### config.mk
export PLATFORM = sky130hd
export DESIGN_NAME = led_pattern_scheduler
export DESIGN_NICKNAME = d
export VERILOG_FILES = /design/src/rtl/led_pattern_scheduler_pkg.sv /design/src/rtl/led_pattern_scheduler_tick_prescaler.sv /design/src/rtl/led_pattern_scheduler.sv
export SDC_FILE = /design/constraint.sdc
export NUM_CORES = 1
export LEC_CHECK = 0
export ABC_CLOCK_PERIOD_IN_PS = 2630
export BUFFER_PORTS_ARGS = -buffer_cell sky130_fd_sc_hd__clkbuf_2
export CORE_MARGIN = 2
export CORE_UTILIZATION = 40
export CTS_CLUSTER_DIAMETER = 200
export DETAILED_ROUTE_END_ITERATION = 16
export GPL_TIMING_DRIVEN = 1
export PLACE_DENSITY = 0.66
export SYNTH_ARGS = -nofsm -noshare
export SYNTH_HDL_FRONTEND = slang
export SYNTH_SLANG_ARGS = --single-unit
export TNS_END_PERCENT = 1
### constraint.sdc
create_clock -name clk_i -period 2.63 [get_ports clk_i]
set_clock_uncertainty 0.1 [all_clocks]
set_input_delay 0.526 -clock clk_i [delete_from_list [all_inputs] [get_ports clk_i]]
set_output_delay 0.526 -clock clk_i [all_outputs]
set_load 0.03 [all_outputs]
### src/rtl/led_pattern_scheduler_pkg.sv
// ---------------------------------------------------------------------------
// led_sched_pkg
// Shared definitions for the LED pattern scheduler:
//   - sched_state_e    : scheduler FSM encoding (IDLE=0, PLAY=1, DONE=2)
//   - DEFAULT_TICK_DIV : clk cycles per pattern bit on the LF oscillator
//                        (~1 Hz bit rate; takes over from the old fixed
//                        1 Hz divider macro)
//   - DEFAULT_IDLE_LED : LED level while nothing is playing
//   - DONE_ID_W        : width of the done_id output
// ---------------------------------------------------------------------------
package led_sched_pkg;

  typedef enum logic [1:0] {
    ST_IDLE = 2'd0,
    ST_PLAY = 2'd1,
    ST_DONE = 2'd2
  } sched_state_e;

  localparam int unsigned DEFAULT_TICK_DIV = 10000;
  localparam logic        DEFAULT_IDLE_LED = 1'b0;
  localparam int unsigned DONE_ID_W        = 3;

endpackage

### src/rtl/led_pattern_scheduler_tick_prescaler.sv
// ---------------------------------------------------------------------------
// tick_prescaler
// Free-running divider producing the pattern bit-rate tick.
//   clk   : LF oscillator clock
//   reset : synchronous, active-high; counter returns to 0
//   clr   : synchronous clear; holds the counter at 0 while high
//   tick  : one-cycle pulse every DIV cycles, counted from the cycle
//           after clr falls
// ---------------------------------------------------------------------------
module tick_prescaler
  import led_sched_pkg::*;
#(
  parameter int unsigned DIV = DEFAULT_TICK_DIV
) (
  input  logic clk,
  input  logic reset,
  input  logic clr,
  output logic tick
);

  localparam int unsigned     CW   = (DIV > 1) ? $clog2(DIV) : 1;
  localparam logic [CW-1:0]   LAST = CW'(DIV - 1);

  logic [CW-1:0] cnt_q;
  logic [CW-1:0] cnt_d;

  always_comb begin
    cnt_d = cnt_q;
    if (clr || (cnt_q == LAST)) begin
      cnt_d = '0;
    end else begin
      cnt_d = cnt_q + 1'b1;
    end
  end

  always_ff @(posedge clk) begin
    if (reset) begin
      cnt_q <= '0;
    end else begin
      cnt_q <= cnt_d;
    end
  end

  // A cleared counter never reports a tick, so the first bit after a
  // grant is always a full DIV-cycle period.
  assign tick = !clr && (cnt_q == LAST);

endmodule

### src/rtl/led_pattern_scheduler.sv
// ---------------------------------------------------------------------------
// led_pattern_scheduler
// Shares one board LED among NUM_REQ requesters. Requests are arbitrated
// round-robin; the winner's PATTERN_W-bit pattern is played MSB first,
// each bit held TICK_DIV cycles, repeat+1 times, then the LED is released.
//
// Ports:
//   clk_i       : LF oscillator clock, all logic on posedge
//   reset_i     : synchronous, active-high
//   req_i       : level requests, held high by a requester until done
//   pattern_i   : pattern for requester i in slice i (sampled at grant)
//   repeat_i    : extra plays for requester i in slice i (sampled at grant)
//   grant_o     : one-hot, high for the whole play
//   done_o      : one-cycle pulse when a play completes normally
//   done_id_o   : index of the completed requester, valid with done_o
//   busy_o      : high while a pattern is playing
//   led_o       : registered LED drive
// ---------------------------------------------------------------------------
module led_pattern_scheduler
  import led_sched_pkg::*;
#(
  parameter int unsigned NUM_REQ   = 4,
  parameter int unsigned TICK_DIV  = DEFAULT_TICK_DIV,
  parameter int unsigned PATTERN_W = 8,
  parameter int unsigned REPEAT_W  = 4,
  parameter logic        IDLE_LED  = DEFAULT_IDLE_LED
) (
  input  logic                          clk_i,
  input  logic                          reset_i,
  input  logic [NUM_REQ-1:0]            req_i,
  input  logic [NUM_REQ*PATTERN_W-1:0]  pattern_i,
  input  logic [NUM_REQ*REPEAT_W-1:0]   repeat_i,
  output logic [NUM_REQ-1:0]            grant_o,
  output logic                          done_o,
  output logic [DONE_ID_W-1:0]          done_id_o,
  output logic                          busy_o,
  output logic                          led_o
);

  localparam int unsigned         IDX_W    = $clog2(NUM_REQ);
  localparam int unsigned         BCW      = $clog2(PATTERN_W) + 1;
  localparam logic [BCW-1:0]      BIT_LAST = BCW'(PATTERN_W - 1);
  localparam logic [IDX_W-1:0]    LAST_RST = IDX_W'(NUM_REQ - 1);

  sched_state_e             state_q,   state_d;
  logic [PATTERN_W-1:0]     shift_q,   shift_d;
  logic [PATTERN_W-1:0]     orig_q,    orig_d;
  logic [REPEAT_W-1:0]      rep_q,     rep_d;
  logic [BCW-1:0]           bit_cnt_q, bit_cnt_d;
  logic [IDX_W-1:0]         gnt_idx_q, gnt_idx_d;
  logic [IDX_W-1:0]         last_id_q, last_id_d;
  logic [NUM_REQ-1:0]       grant_q,   grant_d;
  logic [DONE_ID_W-1:0]     done_id_q, done_id_d;
  logic                     led_q,     led_d;

  logic                     presc_clr;
  logic                     tick;
  logic [IDX_W-1:0]         pick_idx;

  // First set request strictly after `last`, wrapping around; `last`
  // itself is considered last of all.
  function automatic logic [IDX_W-1:0] rr_pick(input logic [NUM_REQ-1:0] r,
                                               input logic [IDX_W-1:0]   last);
    logic [IDX_W-1:0] pick;
    logic             found;
    int unsigned      j;
    pick  = last;
    found = 1'b0;
    for (int unsigned k = 1; k <= NUM_REQ; k++) begin
      j = (32'(last) + k) % NUM_REQ;
      if (!found && r[IDX_W'(j)]) begin
        found = 1'b1;
        pick  = IDX_W'(j);
      end
    end
    return pick;
  endfunction

  assign pick_idx = rr_pick(req_i, last_id_q);

  tick_prescaler #(
    .DIV (TICK_DIV)
  ) u_tick_prescaler (
    .clk   (clk_i),
    .reset (reset_i),
    .clr   (presc_clr),
    .tick  (tick)
  );

  always_comb begin
    state_d   = state_q;
    shift_d   = shift_q;
    orig_d    = orig_q;
    rep_d     = rep_q;
    bit_cnt_d = bit_cnt_q;
    gnt_idx_d = gnt_idx_q;
    last_id_d = last_id_q;
    grant_d   = grant_q;
    done_id_d = done_id_q;
    presc_clr = 1'b1;
    led_d     = IDLE_LED;

    unique case (state_q)
      ST_IDLE: begin
        grant_d = '0;
        if (|req_i) begin
          shift_d   = pattern_i[pick_idx*PATTERN_W +: PATTERN_W];
          orig_d    = pattern_i[pick_idx*PATTERN_W +: PATTERN_W];
          rep_d     = repeat_i[pick_idx*REPEAT_W +: REPEAT_W];
          bit_cnt_d = '0;
          gnt_idx_d = pick_idx;
          grant_d[pick_idx] = 1'b1;
          state_d   = ST_PLAY;
        end
      end

      ST_PLAY: begin
        presc_clr = 1'b0;
        if (!(|(req_i & grant_q))) begin
          // Abort: release immediately, no done pulse, but still rotate
          // priority past the aborted requester.
          state_d   = ST_IDLE;
          grant_d   = '0;
          last_id_d = gnt_idx_q;
        end else if (tick) begin
          if (bit_cnt_q == BIT_LAST) begin
            if (rep_q != '0) begin
              rep_d     = rep_q - 1'b1;
              shift_d   = orig_q;
              bit_cnt_d = '0;
            end else begin
              state_d   = ST_DONE;
              grant_d   = '0;
              done_id_d = DONE_ID_W'(gnt_idx_q);
              last_id_d = gnt_idx_q;
            end
          end else begin
            shift_d   = {shift_q[PATTERN_W-2:0], shift_q[PATTERN_W-1]};
            bit_cnt_d = bit_cnt_q + 1'b1;
          end
        end
      end

      ST_DONE: begin
        state_d = ST_IDLE;
      end

      default: begin
        state_d = ST_IDLE;
        grant_d = '0;
      end
    endcase

    // LED is registered: it follows the MSB of the shift register the
    // scheduler is about to hold, so it switches on the same edge as grant.
    if (state_d == ST_PLAY) begin
      led_d = shift_d[PATTERN_W-1];
    end
  end

  always_ff @(posedge clk_i) begin
    if (reset_i) begin
      state_q   <= ST_IDLE;
      shift_q   <= '0;
      orig_q    <= '0;
      rep_q     <= '0;
      bit_cnt_q <= '0;
      gnt_idx_q <= '0;
      last_id_q <= LAST_RST;
      grant_q   <= '0;
      done_id_q <= '0;
      led_q     <= IDLE_LED;
    end else begin
      state_q   <= state_d;
      shift_q   <= shift_d;
      orig_q    <= orig_d;
      rep_q     <= rep_d;
      bit_cnt_q <= bit_cnt_d;
      gnt_idx_q <= gnt_idx_d;
      last_id_q <= last_id_d;
      grant_q   <= grant_d;
      done_id_q <= done_id_d;
      led_q     <= led_d;
    end
  end

  assign grant_o   = grant_q;
  assign done_o    = (state_q == ST_DONE);
  assign done_id_o = done_id_q;
  assign busy_o    = (state_q == ST_PLAY);
  assign led_o     = led_q;

endmodule

== Yosys cells after proc, flatten, opt, wreduce, memory -nomap -nowiden ==
Index checks and enable logic that the tools add are counted.
Word-level totals
  bits in registers: 51
  latch bits: 0
  RAM bits: 0
  ROM bits: 0
  input bits: 54
  output and inout bits: 10
  logic and storage cells: 122
  memories: 0
Operators by class
  add/subtract/negate cells: 7
  multipliers: 0
  div/mod/pow operators: 0
  magnitude comparators: 6
  equality and inequality tests: 17
  shifts and indexed selects: 2
  multiplexer cells: 52
  bitwise operators: 4
  reduce and logical (&&, ||, !) cells: 22
Operator list (number)
  two-way mux 4 bit: 15
  two-way mux 8 bit: 5
  indexed part select 32 x 6 -> 8 bit: 1
  two-way mux 2 bit: 13
  one-hot mux 4 bit (2 select lines): 2
  one-hot mux 8 bit (2 select lines): 1
  indexed part select 16 x 5 -> 4 bit: 1
  < comparator 2 x 3 -> 1 bit, second input constant: 5
  adder 14 x 1 -> 14 bit, second input constant: 1
  == test 14 bit, second input constant: 1
  one-hot mux 4 bit (3 select lines): 1
  != test 2 x 1 -> 1 bit, second input constant: 5
  AND reduction 5 bit: 2
  two-way mux 1 bit: 9
  binary-select mux 1 bit (select 2 bit): 4
  AND reduction 4 bit: 2
  OR reduction 4 bit: 2
  != test 2 bit, second input constant: 3
  != test 3 x 2 -> 1 bit, second input constant: 2
  != test 3 bit, second input constant: 2
  AND reduction 6 bit: 1
  logical AND 1 bit: 5
  adder 2 x 1 -> 2 bit, second input constant: 2
  adder 2 bit, second input constant: 2
  other kinds (17): 23

== Depth between registers and ports, before layout ==
  word-level depth: 19
  gate-level depth with buffers: 9
  gate-level depth less buffers: 8

== Modules after synthesis ==
A second synthesis with hierarchy kept.
Unflattened totals
  cells, all modules: 289
  area, all modules: 2698.8 um^2
By module, submodules not included
  led_pattern_scheduler: times used 1, cells each 221, area each 2080.7 um^2, sequential area each 740.7 um^2
  tick_prescaler: times used 1, cells each 68, area each 618.1 um^2, sequential area each 280.3 um^2

== Worst setup path before layout ==
OpenSTA, ideal clock, no wires.
  kind: input port to flip-flop
  start: input req_i[1]
  end: register orig_q[1]
  arrival time: 1.979 ns
  required time: 2.404 ns
  slack: 0.425 ns
  stages: 7
  buffers on the path: 1
  path through: nor2b_1 > o21ba_2 > a221oi_2 > buf_4 > mux4_2 > nand2_1 > o21ai_0
On the way
  word-level cells in the longest chain between the ends: 13
RTL lines
  start: declaration: line led_pattern_scheduler.sv:30  | input logic [NUM_REQ-1:0] req_i,
  binary-select mux 1 bit (select 2 bit): line led_pattern_scheduler.sv:71  | if (!found && r[IDX_W'(j)]) begin
  two-way mux 1 bit (implied by the code): line led_pattern_scheduler.sv:71
  two-way mux 1 bit: line led_pattern_scheduler.sv:71
  zero test 1 bit: line led_pattern_scheduler.sv:71
  logical AND 1 bit: line led_pattern_scheduler.sv:71
  two-way mux 1 bit: line led_pattern_scheduler.sv:71
  zero test 1 bit: line led_pattern_scheduler.sv:71
  logical AND 1 bit: line led_pattern_scheduler.sv:71
  two-way mux 1 bit: line led_pattern_scheduler.sv:71
  zero test 1 bit: line led_pattern_scheduler.sv:71
  logical AND 1 bit: line led_pattern_scheduler.sv:71
  two-way mux 2 bit: line led_pattern_scheduler.sv:71
  indexed part select 32 x 6 -> 8 bit: line led_pattern_scheduler.sv:108  | orig_d = pattern_i[pick_idx*PATTERN_W +: PATTERN_W];
  end signal: assignment: line led_pattern_scheduler.sv:176  | orig_q <= orig_d;
  end: declaration: line led_pattern_scheduler.sv:47  | logic [PATTERN_W-1:0] orig_q, orig_d;
Several ways; a longest one is shown, not always the timed one. The select of a mux whose other input is x is not followed.
A chain may end at the register's enable or synchronous reset.

== Worst setup path after layout ==
  start: register u_tick_prescaler.cnt_q[0]
  end: register grant_q[2], in the netlist grant_o[2]
On the way
  word-level cells in the longest chain between the ends: 4
RTL lines
  start: declaration: line led_pattern_scheduler_tick_prescaler.sv:24  | logic [CW-1:0] cnt_q;
  start signal: assignment: line led_pattern_scheduler_tick_prescaler.sv:40  | cnt_q <= cnt_d;
  == test 14 bit: line led_pattern_scheduler_tick_prescaler.sv:46  | assign tick = !clr && (cnt_q == LAST);
  logical AND 1 bit: line led_pattern_scheduler_tick_prescaler.sv:46
  != test 3 bit (no source line)
  AND reduction 4 bit (no source line)
  end signal: assignment: line led_pattern_scheduler.sv:181  | grant_q <= grant_d;
  end: declaration: line led_pattern_scheduler.sv:52  | logic [NUM_REQ-1:0] grant_q, grant_d;
No other way between the ends.

==> impl_summary.md <==
Layout
The final instance count without filler cells is 442. The share of post-route cells with drive strength above 1 is 28.8%. The area occupied by multi-input gates is 1540 um2. The number of filler instances in the final layout is 607. The area overhead of the layout relative to synthesis is 19.0%. The final net count is 421. The number of antenna diodes in the final layout is 0.

The share of the core filled with cells in the final layout is 49.9%. The area taken by flip-flops and latches is 1020 um2.

Setup path
Setup slack on the worst reg-to-reg path comes out at 0.41 ns. The category of the worst setup path capture point is a flip-flop. The number of cells on the worst reg-to-reg path is 8. The worst setup path is launched from a flip-flop. The startpoint of the worst-slack reg-to-reg timing path is u_tick_prescaler.cnt_q[0]$_SDFF_PP0_.

The terminus of the critical flop-to-flop path is grant_o[2]$_SDFFE_PP0P_. The critical path in this run is classified as flip-flop to flip-flop. The required time of the critical path is 2.73 ns. The maximum fanout encountered on the critical timing path is 5. Data arrives at the worst endpoint at 2.31 ns.

Status
The flow ran to the end, and the final reports show no timing, DRC or antenna violations.

Synthesis
The total nets after synthesis is 357. The number of enable-type register cells in the synthesized netlist is 0. The post-synthesis cell count is 300. For this run, the number of Yosys warnings is 0.

In the synthesized netlist the async set-or-reset flop fraction comes to 0%. The top flip-flop cell by instance count after synthesis is dfxtp_1. Ranked by total cell area, the synthesized netlist is headed by dfxtp_1, mux4_2, nor2_1. The leading area contributor after synthesis is dfxtp_1. Synthesis inferred 51 register bits. The average footprint of a synthesized cell is 8.98 um2. The fraction of post-synthesis cell area in the top cell type by area is 37.9%. In this run, distinct cell masters in the synthesized netlist total 61.

The sequential-to-total area share from yosys stat is 37.9%. The mapped netlist covers 2690 um2.

Clocking
For this design, the sink count on the clock tree is 51. TritonCTS built the clock tree. The cell sitting at the root of the clock tree is a clkbuf_8. At the later pin of the worst-skew pair, clock insertion delay measures 0.31 ns.

The total of hold buffers inserted after clock tree synthesis is 0. Gates resized during post-CTS repair numbered 0. The number of buffers created by CTS is 5. The maximum level of the CTS H-tree is 2. After clock tree synthesis, the clock-pin slew on the worst setup and hold paths is 0.09 ns.

The number of post-CTS setup repair buffers is 0. In this run the deepest clock path goes through 2 buffers.

Drt
In the final routed layout, each cell accounts on average for 14.5 um. The overall via count from detail_route is 2378. Summed over all layers, the routed wires come to 6.41 mm. After detailed routing, the number of remaining DRC violations is 0. The iteration count of the initial detailed-routing pass is 4. The violation count after the first detailed-routing iteration is 157. The post-route antenna net violation count is 0. The via count normalized by instance count is 5.38.

Placed design
The final weighted congestion of routability-driven global placement is 0.821. In this run the tool buffered the top-level ports with 62 buffer cells. The HPWL after detailed placement is 5.02 mm. Including well taps, the total number of placed cells is 434.

Timing
At the pin with the least slew margin, the transition time is 0.818 ns. The worst slew slack as a fraction of its limit is 45.0%. The clock period could shrink to 2.22 ns. In the final timing run, aggregate negative setup slack is 0 ns. The count of final max-slew check failures came to 0. The final number of hold-violating endpoints came to 0. Setup repair after global routing left no endpoint under its margin. The final number of setup-violating endpoints is 0.

The highest clock frequency the design can meet is 0.451 GHz. The final critical path takes up 84.3% of the cycle.

Pwr
The maximum VDD drop is 254 uV. The power density over the cells is 570 nW/um2. The analysis attributes to cell leakage a power of 1.35 nW.

Worst hold path
The worst hold path begins at u_tick_prescaler.cnt_q[0]$_SDFF_PP0_. The end point of the most critical hold path is u_tick_prescaler.cnt_q[0]$_SDFF_PP0_. Counting instances, the worst hold path has a depth of 1. In this run the worst hold path is classified as flip-flop to flip-flop.

Floorplan
In this run the horizontal extent of the chip is 86.1 um. The number of core rows is 29. The area enclosed by the die boundary is 7410 um2. The core area is 6420 um2. The starting utilization of the core area is 41.9%. The number of ports placed on the die boundary is 64. The floorplan die height is 86.1 um.

GRT
The total overflow left after global routing is 0. The global-route usage over all layers is 17.9%. The number of global-route vias before repair is 2280. The initial antenna violation count is 0. Entering global routing, the biggest net connects 19 pins. The first-pass GRT wire length is 10.7 mm.

Flow run
The tool flagged a number of max-cap violations equal to 0.
-- cells in the final DEF, fill, tap and decap left out, drive strengths merged, types with 2 or more instances in the layout --
master   synthesis  routed
a21boi           2       2
or3              4       4
nand4            4       4
mux4             8       8
xor2             8       8
nor2b            5       5
a311o            2       2
buf              8       9
nand2           33      33
dfxtp           51      51
xnor2            3       3
a31oi            3       3
mux2i            8       8
inv             14      14
or2              3       3
nand3            9       9
nor4             2       2
a311oi           2       2
a221oi           8       8
o21ai           15      15
o31ai            5       5
a211oi           8       8
o22ai            2       2
a22oi            2       2
ha               3       3
nor3             2       2
clkbuf           6      69
and3             8       8
nand2b           3       3
a21o             2       2
a21oi           15      15
nor2            34      34
o2bb2ai          3       3
-- kinds of logic after synthesis --
group	count (synthesis)	share of synthesized area, %
XOR/XNOR	11	3.58
other	1	0.139
AND/OR/NAND/NOR	115	22.5
AO/OA/AOI/OAI	75	19.9
adder cells (fa/ha/maj)	3	1.39
buffers and inverters	28	4.92
multiplexers	16	9.66
flip-flops	51	37.9
-- sequential cells by signal, indices dropped and copies added (netlist names), 4 cells and up --
| name | cells |
|---|---|
| shift_q | 8 |
| rep_q | 4 |
| orig_q | 8 |
| grant_o | 4 |
| u_tick_prescaler.cnt_q | 14 |
| bit_cnt_q | 4 |
-- routing by layer --
| layer | track usage [%] | vias up | wire length (um) |
|---|---|---|---|
| met5 | 0 | - | 0 |
| met4 | 6.35 | 0 | 117 |
| met3 | 3.18 | 10 | 257 |
| met2 | 27.6 | 63 | 2830 |
| met1 | 25.2 | 1089 | 3210 |
| li1 | - | 1216 | - |
-- power by group --
part	internal (mW)	leakage (nW)	switching, mW
sequential	0.839	0.418	0.0486
clock	0.240	0.0505	0.258
combinational	0.209	0.887	0.231
-- worst max-delay path: stages (launching register included) --
cell,delay (ns)
dfxtp_1,0.37
ha_1,0.25
nand3_2,0.11
and4b_1,0.36
buf_4,0.17
a21boi_0,0.13
a21oi_1,0.19
nor2_1,0.12
a2bb2o_1,0.31
-- area by class of cell --
type,count,share of cell area (%)
repair buffers,71,12.2
clock inverters,1,0.234
flip-flops and latches,51,31.9
multi-input cells,221,48.1
well taps,77,3.01
inverters,14,1.64
clock buffers,7,3.01
-- worst max path at each step --
stage                     slack, ns  depth (start not counted)                      end                                  from
after CTS                      0.41                          7         led_o$_SDFF_PP0_  u_tick_prescaler.cnt_q[0]$_SDFF_PP0_
after global routing           0.25                          7    shift_q[7]$_SDFF_PP0_             bit_cnt_q[0]$_SDFFE_PP0P_
after floorplan                0.43                          7   orig_q[1]$_SDFFE_PP0P_                              req_i[1]
after global placement         0.31                          8   orig_q[1]$_SDFFE_PP0P_                              req_i[1]
after detailed placement       0.23                          8   orig_q[5]$_SDFFE_PP0P_                              req_i[1]
final                          0.41                          8  grant_o[2]$_SDFFE_PP0P_  u_tick_prescaler.cnt_q[0]$_SDFF_PP0_
-- through the flow --
stage               hold slack, ns  setup WS, ns  total power, mW  area, um2
detailed placement           0.349         0.225             1.34       3100
global route                 0.397         0.251             1.92       3200
finish                       0.366         0.414             1.82       3200
floorplan                    0.318         0.425             1.21       2690
CTS                          0.368         0.405             1.84       3200
global placement             0.334         0.308             1.34       3100
-- synth_stat cells (6+ instances only) --
cell       n
inv_1     14
a21oi_1   15
nor2_1    33
mux2i_1    8
mux4_2     8
and3_1     6
a211oi_1   7
o21ai_0   14
dfxtp_1   51
nand2_1   32
xor2_1     8
nand3_1    8
Power figures use the tool's default switching activity.
